<file path="src/rtl/fwd_ctrl.sv">
// rtl/fwd_ctrl.sv - forwarding and load-use hazard controller for the 5-stage pipeline
//
// Tracks the destination register of the instructions in EX and EX/MEM and
// produces registered operand forward selects for the instruction entering EX.
// Forward select encoding: 2'b10 = take data_exmem, 2'b01 = take data_memwb,
// 2'b00 = take register file. 2'b11 is never produced.
//
// Ports:
//   clk          system clock
//   rst          asynchronous active-low reset
//   id_valid     ID stage holds a real instruction
//   id_rs/id_rt  source registers of the ID instruction
//   id_rs_used   ID instruction reads id_rs
//   id_rt_used   ID instruction reads id_rt
//   id_rd        destination register of the ID instruction
//   id_regwrite  ID instruction writes id_rd
//   id_memread   ID instruction is a load
//   flush        taken branch/jump; the ID instruction is discarded
//   mem_stall    data memory busy; whole pipeline frozen
//   fwd_A/fwd_B  operand forward selects for the instruction in EX
//   stall_id     hold PC and IF/ID this cycle (combinational)
//   ex_valid     EX slot holds a real instruction
//   stall_cnt    saturating count of load-use bubbles inserted
//   err          illegal decode: load that does not write a register
module fwd_ctrl #(
   parameter int REG_BITS = 3,
   parameter int CNT_W    = 16
) (
   input  logic                clk,
   input  logic                rst,
   input  logic                id_valid,
   input  logic [REG_BITS-1:0] id_rs,
   input  logic [REG_BITS-1:0] id_rt,
   input  logic                id_rs_used,
   input  logic                id_rt_used,
   input  logic [REG_BITS-1:0] id_rd,
   input  logic                id_regwrite,
   input  logic                id_memread,
   input  logic                flush,
   input  logic                mem_stall,
   output logic [1:0]          fwd_A,
   output logic [1:0]          fwd_B,
   output logic                stall_id,
   output logic                ex_valid,
   output logic [CNT_W-1:0]    stall_cnt,
   output logic                err
);

   // EX slot: the instruction currently in execute.
   logic                ex_v;
   logic [REG_BITS-1:0] ex_rd;
   logic                ex_rw;
   logic                ex_mr;

   // MEM slot: the instruction in EX/MEM. Its load flag is not kept because a
   // load in MEM forwards from MEM/WB exactly like an ALU result would.
   // The WB stage needs no storage: a producer there is covered by the
   // register file's write-before-read, so it never drives a forward select.
   logic                mem_v;
   logic [REG_BITS-1:0] mem_rd;
   logic                mem_rw;

   logic                luh;
   logic                ex_load;
   logic [1:0]          fwd_a_nxt;
   logic [1:0]          fwd_b_nxt;

   // Forward select for one operand, evaluated against the slots as they are
   // before this edge (they become MEM and WB once the ID instruction enters EX).
   function automatic logic [1:0] sel_for(
      input logic                used,
      input logic [REG_BITS-1:0] src,
      input logic                e_v,
      input logic [REG_BITS-1:0] e_rd,
      input logic                e_rw,
      input logic                e_mr,
      input logic                m_v,
      input logic [REG_BITS-1:0] m_rd,
      input logic                m_rw
   );
      logic hit_ex;
      logic hit_mem;
      hit_ex  = e_v & e_rw & ~e_mr & (e_rd == src);
      hit_mem = m_v & m_rw & (m_rd == src);
      if (!used)
         return 2'b00;
      else if (hit_ex)
         return 2'b10;   // younger producer wins
      else if (hit_mem)
         return 2'b01;
      else
         return 2'b00;
   endfunction

   always_comb begin
      luh = id_valid & ~flush & ex_v & ex_mr & ex_rw &
            ((id_rs_used & (id_rs == ex_rd)) | (id_rt_used & (id_rt == ex_rd)));
      ex_load   = id_valid & ~flush & ~luh;
      fwd_a_nxt = sel_for(id_rs_used, id_rs, ex_v, ex_rd, ex_rw, ex_mr, mem_v, mem_rd, mem_rw);
      fwd_b_nxt = sel_for(id_rt_used, id_rt, ex_v, ex_rd, ex_rw, ex_mr, mem_v, mem_rd, mem_rw);
   end

   assign stall_id = mem_stall | luh;
   assign err      = id_valid & id_memread & ~id_regwrite;
   assign ex_valid = ex_v;

   always_ff @(posedge clk or negedge rst) begin
      if (!rst) begin
         ex_v      <= 1'b0;
         ex_rd     <= '0;
         ex_rw     <= 1'b0;
         ex_mr     <= 1'b0;
         mem_v     <= 1'b0;
         mem_rd    <= '0;
         mem_rw    <= 1'b0;
         fwd_A     <= 2'b00;
         fwd_B     <= 2'b00;
         stall_cnt <= '0;
      end else if (!mem_stall) begin
         mem_v  <= ex_v;
         mem_rd <= ex_rd;
         mem_rw <= ex_rw;
         if (ex_load) begin
            ex_v  <= 1'b1;
            ex_rd <= id_rd;
            ex_rw <= id_regwrite;
            ex_mr <= id_memread;
            fwd_A <= fwd_a_nxt;
            fwd_B <= fwd_b_nxt;
         end else begin
            ex_v  <= 1'b0;
            ex_rd <= '0;
            ex_rw <= 1'b0;
            ex_mr <= 1'b0;
            fwd_A <= 2'b00;
            fwd_B <= 2'b00;
         end
         // flush already masks luh, so a flushed hazard is never counted
         if (luh && (stall_cnt != {CNT_W{1'b1}}))
            stall_cnt <= stall_cnt + CNT_W'(1);
      end
   end

endmodule

</file>
<file path="config.mk">
export PLATFORM = sky130hd
export DESIGN_NAME = fwd_ctrl
export DESIGN_NICKNAME = d
export VERILOG_FILES = /design/src/rtl/fwd_ctrl.sv
export SDC_FILE = /design/constraint.sdc
export NUM_CORES = 1
export LEC_CHECK = 0
export ABC_AREA = 1
export CORE_ASPECT_RATIO = 0.9
export CORE_UTILIZATION = 55
export DETAILED_ROUTE_END_ITERATION = 8
export PLACE_DENSITY = 0.85
export SYNTH_ARGS = -nofsm -noshare
export SYNTH_HDL_FRONTEND = slang
export SYNTH_SLANG_ARGS = --single-unit
</file>
<file path="constraint.sdc">
create_clock -name clk -period 4.5 [get_ports clk]
set_clock_uncertainty 0.05 [all_clocks]
set_input_delay 0.9 -clock clk [delete_from_list [all_inputs] [get_ports clk]]
set_output_delay 0.9 -clock clk [all_outputs]
set_load 0.02 [all_outputs]
</file>
==> impl_metrics.xml, run 1 <==
<?xml version="1.0" encoding="UTF-8"?>
<metrics>
  <group name="run_status">
    <metric name="run_status" unit="">completed</metric>
  </group>
  <group name="finish">
    <metric name="mostFrequentLayoutCell" unit="">nand2_1</metric>
    <metric name="drive_above_1_share" unit="%">9.65</metric>
    <metric name="synthToLayoutAreaGrowth" unit="%">27.4</metric>
    <metric name="finalInstanceArea" unit="sq um">2470</metric>
    <metric name="num-nets-final" unit="">330</metric>
    <metric name="postLayoutCoreUtil" unit="%">73.2</metric>
    <metric name="antenna-diode-count" unit="">0</metric>
    <metric name="most_frequent_cells_in_the_layout" unit="">117 x nand2_1, 40 x clkdlybuf4s50_1, 31 x dfrtp_1</metric>
  </group>
  <group name="yosys">
    <metric name="synthDominantAreaCellType" unit="">dfrtp_1</metric>
    <metric name="synth.cell_area" unit="sq um">1940</metric>
    <metric name="ys.warnings.count" unit="">0</metric>
    <metric name="synthTopCellsByArea" unit="">dfrtp_1 40%, nand2_1 23%, xnor2_1 6.8%</metric>
    <metric name="post_synthesis_register_bit_count" unit="">31</metric>
    <metric name="post-synth-top-area-fraction" unit="%">39.9</metric>
    <metric name="synth_nets" unit="">285</metric>
    <metric name="synth.yosys.seq_area_share" unit="%">39.9</metric>
    <metric name="synth_cell_type_count" unit="">28</metric>
    <metric name="synthCells" unit="">266</metric>
    <metric name="syn-mean-instance-area" unit="sq um">7.30</metric>
  </group>
  <group name="timing">
    <metric name="count_of_pins_over_their_slew_limit" unit="">0</metric>
    <metric name="rsz0062_at_grt" unit="">false</metric>
    <metric name="final_hold_vios" unit="">0</metric>
    <metric name="post-route-period-util" unit="%">83.6</metric>
    <metric name="worst_pin_slew" unit="ns">1.05</metric>
    <metric name="fmax" unit="MHz">266</metric>
    <metric name="tns" unit="ns">0</metric>
    <metric name="report.final.setup_viol" unit="">0</metric>
    <metric name="worst_relative_slew_slack" unit="%">29.9</metric>
    <metric name="finalHoldWorstSlack" unit="ns">0.432</metric>
    <metric name="finalCriticalPeriod" unit="ns">3.76</metric>
  </group>
  <group name="cts">
    <metric name="cts.htree.levels" unit="">2</metric>
    <metric name="cts.clk_slew.worst_paths" unit="ns">0.06</metric>
    <metric name="tritoncts.num_buffers" unit="">5</metric>
    <metric name="clock_tree_from_tritoncts" unit="">built</metric>
    <metric name="clock-root-buffer" unit="">clkbuf_8</metric>
    <metric name="clock_sinks" unit="">31</metric>
    <metric name="insertion_delay" unit="ns">0.29</metric>
    <metric name="cts_hold_repair.buffers" unit="">0</metric>
    <metric name="postCtsSetupRepairBufs" unit="">0</metric>
    <metric name="count_of_cells_resized_by_post_cts_repair" unit="">0</metric>
    <metric name="clk_path_buf_depth" unit="">2</metric>
  </group>
  <group name="setup_path">
    <metric name="worst_ep_arrival_time" unit="ns">2.81</metric>
    <metric name="critical_path_peak_fanout" unit="">10</metric>
    <metric name="worst-endpoint-required" unit="ns">3.55</metric>
    <metric name="worstSetupStartpointType" unit="">input port</metric>
    <metric name="critical_path.cell_chain" unit="">clkdlybuf4s50_1, xnor2_1, nand4_1, nand2_2, nand2_2, nand2_1, clkdlybuf4s50_1</metric>
    <metric name="worst_setup_path_end_kind" unit="">output pin</metric>
    <metric name="path_class" unit="">in -&gt; out</metric>
    <metric name="crit_path_max_incr_delay" unit="ns">0.62</metric>
    <metric name="cp_slowest_cell" unit="">clkdlybuf4s50_1</metric>
  </group>
  <group name="grt">
    <metric name="overflow" unit="">0</metric>
    <metric name="number_of_antenna_violations_at_the_first_check_in_global_routing" unit="">0</metric>
    <metric name="number_of_global_route_vias_before_repair" unit="">1691</metric>
    <metric name="global_route_wire_length_before_repair" unit="um">7320</metric>
    <metric name="grt_most_used_layer" unit="">met2</metric>
    <metric name="gr-usage-met2" unit="%">44.5</metric>
    <metric name="total_grt_usage" unit="%">25.9</metric>
    <metric name="gr-usage-met1" unit="%">30.8</metric>
    <metric name="grt_max_degree" unit="">23</metric>
    <metric name="grtUsageMet3" unit="%">7.56</metric>
  </group>
  <group name="routing">
    <metric name="drc" unit="">0</metric>
    <metric name="route.detailed.vias_per_inst" unit="">5.12</metric>
    <metric name="firstDrtPassIters" unit="">4</metric>
    <metric name="vias" unit="">1817</metric>
    <metric name="routed_wire_length_per_instance" unit="um">12.4</metric>
    <metric name="drt_first_iter_violations" unit="">121</metric>
    <metric name="ant_nets" unit="">0</metric>
    <metric name="routed_wl" unit="um">4390</metric>
  </group>
  <group name="run">
    <metric name="maxCapViolations" unit="">0</metric>
  </group>
  <group name="floorplan">
    <metric name="start_util" unit="%">57.5</metric>
    <metric name="ports_placed_on_the_boundary" unit="">41</metric>
    <metric name="fp.dieArea" unit="sq um">3770</metric>
    <metric name="overall_die_width" unit="um">64.6</metric>
    <metric name="die_y" unit="um">58.4</metric>
    <metric name="core_area" unit="sq um">3380</metric>
    <metric name="num_rows" unit="">20</metric>
  </group>
  <group name="placed_design">
    <metric name="global_placer_s_final_weighted_congestion" unit="">0.884</metric>
    <metric name="placed_wire_length_estimate_after_detailed_placement" unit="um">3270</metric>
    <metric name="port-buffer-count" unit="">40</metric>
    <metric name="placed_area" unit="sq um">2390</metric>
  </group>
  <group name="power">
    <metric name="power_per_cell_area" unit="nW/um^2">233</metric>
    <metric name="vdd_ir_drop_max" unit="uV">155</metric>
    <metric name="cellLeakagePower" unit="nW">1.21</metric>
    <metric name="fin_total_pwr" unit="mW">0.577</metric>
  </group>
  <group name="hold_path">
    <metric name="worstHoldPathType" unit="">reg -&gt; reg</metric>
  </group>
</metrics>
## metal layers
| metal | part of all wire [%] | up-vias |
|---|---|---|
| met1 | 43 | 816 |
| met2 | 50 | 64 |
| met5 | 0 | - |
| met3 | 5.5 | 8 |
| li1 | - | 929 |
| met4 | 1.6 | 0 |
## final timing paths
check / depth (start not counted) / end / from / slack [ns]
max: 7 / stall_id / id_rs[0] / 0.74
min: 2 / fwd_A[0] / fwd_A[0] / 0.43
max reg2reg: 7 / stall_cnt[8] / stall_cnt[0] / 2.62
min reg2reg: 2 / fwd_A[0] / fwd_A[0] / 0.43
max in group asynchronous: 2 / stall_cnt[14] / rst / 2.53
min in group asynchronous: 1 / stall_cnt[2] / rst / 1.13
## report_power, final
| group | internal [mW] | switching (mW) |
|---|---|---|
| sequential | 0.285 | 0.00625 |
| clock | 0.120 | 0.103 |
| combinational | 0.0285 | 0.0339 |
| total | 0.434 | 0.143 |
## worst max-delay path, delay by kind of cell
kind / cells / cell delay (ns)
XOR/XNOR: 1 / 0.23
buffers and inverters: 2 / 1.07
AND/OR/NAND/NOR: 4 / 0.61
## synthesized netlist by cell type, drive strengths merged
cell and count:
nand2 121, dfrtp 31, nor2 28, inv 25
nand4 20, xnor2 15, nand3 9, buf 3
nor3 3, o21ai 3, nand3b 2, xor2 2
clkbuf 1, clkinv 1, ha 1, o22ai 1
## state kept, by name, summed over array words and instances (netlist names), 2 cells and up
name,flops
ex_rd,3
fwd_A,2
stall_cnt,16
fwd_B,2
mem_rd,3
## cells by family (layout without fill, tap and decap cells)
kind of cell               after synthesis  count (layout)  synth area share (%)
AOI/OAI and AO/OA                        4               4                  1.10
xor gates and xnor gates                17              17                  7.67
adders and majority gates                1               1                 0.644
buffers and inverters                   30              75                  6.38
DFF                                     31              31                  39.9
and+or+nand+nor                        183             183                  44.3
## cell type report
| cell class | instances | area (sq um) |
|---|---|---|
| Clock buffer | 6 | 82.6 |
| Clock inverter | 1 | 5.00 |
| Fill cell | 277 | 905 |
| Inverter | 26 | 97.6 |
| Multi-Input combinational cell | 205 | 1040 |
| Sequential cell | 31 | 776 |
| Tap cell | 44 | 55.1 |
| Timing Repair Buffer | 42 | 415 |
## per-stage QoR
step / instances / setup slack [ns]
6_report: 355 / 0.737
5_1_grt: 355 / 0.589
4_1_cts: 355 / 0.738
3_5_place_dp: 348 / 0.741
3_3_place_gp: 348 / 0.802
2_1_floorplan: 266 / 1.83
No activity file was read; power rests on OpenSTA's default activity.
==> inputs of run 2 (changes only) <==
CORE_UTILIZATION = 46   (was 55)
PLACE_DENSITY = 0.76   (was 0.85)
clock period = 3.09 ns   (was 4.5 ns; I/O delays follow)
==> impl_metrics.xml, run 2 (synthesized netlist as in run 1, its figures left out) <==
<?xml version="1.0" encoding="UTF-8"?>
<metrics>
  <group name="grt">
    <metric name="number_of_antenna_violations_at_the_first_check_in_global_routing" unit="">0</metric>
    <metric name="number_of_global_route_vias_before_repair" unit="">1739</metric>
    <metric name="total_grt_usage" unit="%">22.2</metric>
    <metric name="global_route_wire_length_before_repair" unit="um">7560</metric>
    <metric name="grt_max_degree" unit="">32</metric>
    <metric name="overflow" unit="">0</metric>
  </group>
  <group name="cts">
    <metric name="insertion_delay" unit="ns">0.29</metric>
    <metric name="clk_path_buf_depth" unit="">2</metric>
    <metric name="cts.htree.levels" unit="">2</metric>
    <metric name="clock_tree_from_tritoncts" unit="">built</metric>
    <metric name="postCtsSetupRepairBufs" unit="">0</metric>
    <metric name="tritoncts.num_buffers" unit="">5</metric>
    <metric name="clock_sinks" unit="">31</metric>
    <metric name="clock-root-buffer" unit="">clkbuf_8</metric>
    <metric name="count_of_cells_resized_by_post_cts_repair" unit="">0</metric>
    <metric name="cts.clk_slew.worst_paths" unit="ns">0.06</metric>
    <metric name="cts_hold_repair.buffers" unit="">0</metric>
  </group>
  <group name="run_status">
    <metric name="failed_checks" unit="">DRC</metric>
    <metric name="run_status" unit="">complete, but fails checks</metric>
  </group>
  <group name="finish">
    <metric name="mostFrequentLayoutCell" unit="">nand2_1</metric>
    <metric name="top_register" unit="">stall_cnt</metric>
    <metric name="drive_above_1_share" unit="%">11.1</metric>
    <metric name="finalInstanceArea" unit="sq um">2520</metric>
    <metric name="antenna-diode-count" unit="">0</metric>
    <metric name="largest_register_ffs" unit="">16</metric>
    <metric name="most_frequent_cells_in_the_layout" unit="">117 x nand2_1, 40 x clkdlybuf4s50_1, 31 x dfrtp_1</metric>
    <metric name="final.fill_count" unit="">406</metric>
    <metric name="synthToLayoutAreaGrowth" unit="%">29.6</metric>
    <metric name="area_taken_by_multi_input_logic_gates" unit="sq um">1040</metric>
    <metric name="reg_top3" unit="">stall_cnt x16, ex_rd x3, mem_rd x3</metric>
    <metric name="seq_area" unit="sq um">776</metric>
    <metric name="num-nets-final" unit="">335</metric>
  </group>
  <group name="floorplan">
    <metric name="fp.dieArea" unit="sq um">4490</metric>
    <metric name="num_rows" unit="">22</metric>
    <metric name="overall_die_width" unit="um">70.5</metric>
    <metric name="die_y" unit="um">63.6</metric>
    <metric name="ports_placed_on_the_boundary" unit="">41</metric>
    <metric name="core_area" unit="sq um">4070</metric>
    <metric name="start_util" unit="%">47.7</metric>
  </group>
  <group name="power">
    <metric name="p_int" unit="mW">0.634</metric>
    <metric name="vdd_ir_drop_max" unit="uV">297</metric>
    <metric name="sequentialPowerShare" unit="%">49.8</metric>
    <metric name="power_per_cell_area" unit="nW/um^2">339</metric>
    <metric name="cellLeakagePower" unit="nW">1.23</metric>
    <metric name="share_clk_of_total_power" unit="%">39.2</metric>
    <metric name="netSwitchingFraction" unit="%">25.6</metric>
    <metric name="share_comb_of_total_power" unit="%">11.0</metric>
    <metric name="power.switching" unit="mW">0.218</metric>
  </group>
  <group name="timing">
    <metric name="fmax" unit="MHz">339</metric>
    <metric name="report.final.setup_viol" unit="">0</metric>
    <metric name="finalCriticalPeriod" unit="ns">2.95</metric>
    <metric name="worst_relative_slew_slack" unit="%">73.9</metric>
    <metric name="count_of_pins_over_their_slew_limit" unit="">0</metric>
    <metric name="tns" unit="ns">0</metric>
    <metric name="worst_pin_slew" unit="ns">0.392</metric>
    <metric name="post-route-period-util" unit="%">95.4</metric>
    <metric name="final_hold_vios" unit="">0</metric>
    <metric name="rsz0062_at_grt" unit="">false</metric>
  </group>
  <group name="setup_path">
    <metric name="worst_setup_path_end_kind" unit="">output pin</metric>
    <metric name="worst_ep_arrival_time" unit="ns">2.28</metric>
    <metric name="worstSetupStartpointType" unit="">input port</metric>
    <metric name="critical_path_peak_fanout" unit="">2</metric>
    <metric name="worst-endpoint-required" unit="ns">2.42</metric>
    <metric name="reg2reg_setup_slack" unit="ns">1.26</metric>
    <metric name="path_class" unit="">in -&gt; out</metric>
  </group>
  <group name="placed_design">
    <metric name="global_placer_s_final_weighted_congestion" unit="">0.830</metric>
    <metric name="placed_wire_length_estimate_after_detailed_placement" unit="um">3260</metric>
    <metric name="port-buffer-count" unit="">40</metric>
    <metric name="placed_area" unit="sq um">2430</metric>
  </group>
  <group name="routing">
    <metric name="firstDrtPassIters" unit="">8</metric>
    <metric name="drc" unit="">12</metric>
    <metric name="vias" unit="">1852</metric>
    <metric name="ant_nets" unit="">0</metric>
    <metric name="routed_wire_length_per_instance" unit="um">11.8</metric>
    <metric name="drt_first_iter_violations" unit="">114</metric>
    <metric name="route.detailed.vias_per_inst" unit="">5.09</metric>
    <metric name="routed_wl" unit="um">4310</metric>
  </group>
  <group name="run">
    <metric name="maxCapViolations" unit="">0</metric>
  </group>
  <group name="hold_path">
    <metric name="worstHoldPathType" unit="">reg -&gt; reg</metric>
  </group>
</metrics>
run 2: changes by cell type in the layout (fill, tap and decap cells not counted), sizes merged:
cell | previous run | this run
buf | 2 | 7
run 2: cell type report:
| class | count | area share [%] |
|---|---|---|
| Sequential cell | 31 | 30.8 |
| Clock inverter | 1 | 0.199 |
| Tap cell | 48 | 2.39 |
| Timing Repair Buffer | 47 | 18.0 |
| Inverter | 26 | 3.88 |
| Clock buffer | 6 | 3.28 |
| Multi-Input combinational cell | 205 | 41.4 |
run 2: worst paths after layout:
kind	startpoint	endpoint	cells past startpoint
max in group asynchronous	rst	ex_mr	2
min in group asynchronous	rst	stall_cnt[3]	2
hold / removal	mem_v	mem_v	2
setup reg to reg	stall_cnt[0]	stall_cnt[4]	7
setup / recovery	id_rt[0]	stall_id	7
hold reg to reg	mem_v	mem_v	2
run 2: critical path, stage by stage:
cell and delay, ns:
clkdlybuf4s50_1 0.46, xnor2_1 0.23, nand4_1 0.13, nand2_2 0.11
nand2_2 0.05, nand2_1 0.08, clkdlybuf4s50_1 0.60
run 2: power by group through the flow:
stage	Sequential (mW)	Clock, mW	Combinational [mW]
2_1_floorplan	0.431	0	0.0424
3_3_place_gp	0.432	0	0.0930
3_5_place_dp	0.432	0	0.0946
4_1_cts	0.425	0.342	0.0952
5_1_grt	0.426	0.358	0.106
6_report	0.425	0.334	0.0938
run 2: per-layer routing:
| metal | vias up | global-route usage [%] | part of all wire, % |
|---|---|---|---|
| li1 | 934 | - | - |
| met1 | 851 | 26.5 | 44 |
| met2 | 59 | 37.7 | 49 |
| met3 | 8 | 4.48 | 4.8 |
| met4 | 0 | 11.2 | 2.0 |
| met5 | - | 0 | 0 |
run 2: per-stage QoR:
step | utilization, % | hold WS [ns] | setup WS, ns | cells | power (mW)
floorplan | - | 0.272 | 0.982 | 266 | 0.474
global placement | 59.6 | 0.412 | 0.191 | 357 | 0.525
detailed placement | 59.6 | 0.419 | 0.144 | 357 | 0.527
CTS | 61.8 | 0.433 | 0.134 | 364 | 0.862
global route | 61.8 | 0.457 | 0.0156 | 364 | 0.889
finish | 61.8 | 0.430 | 0.143 | 364 | 0.852
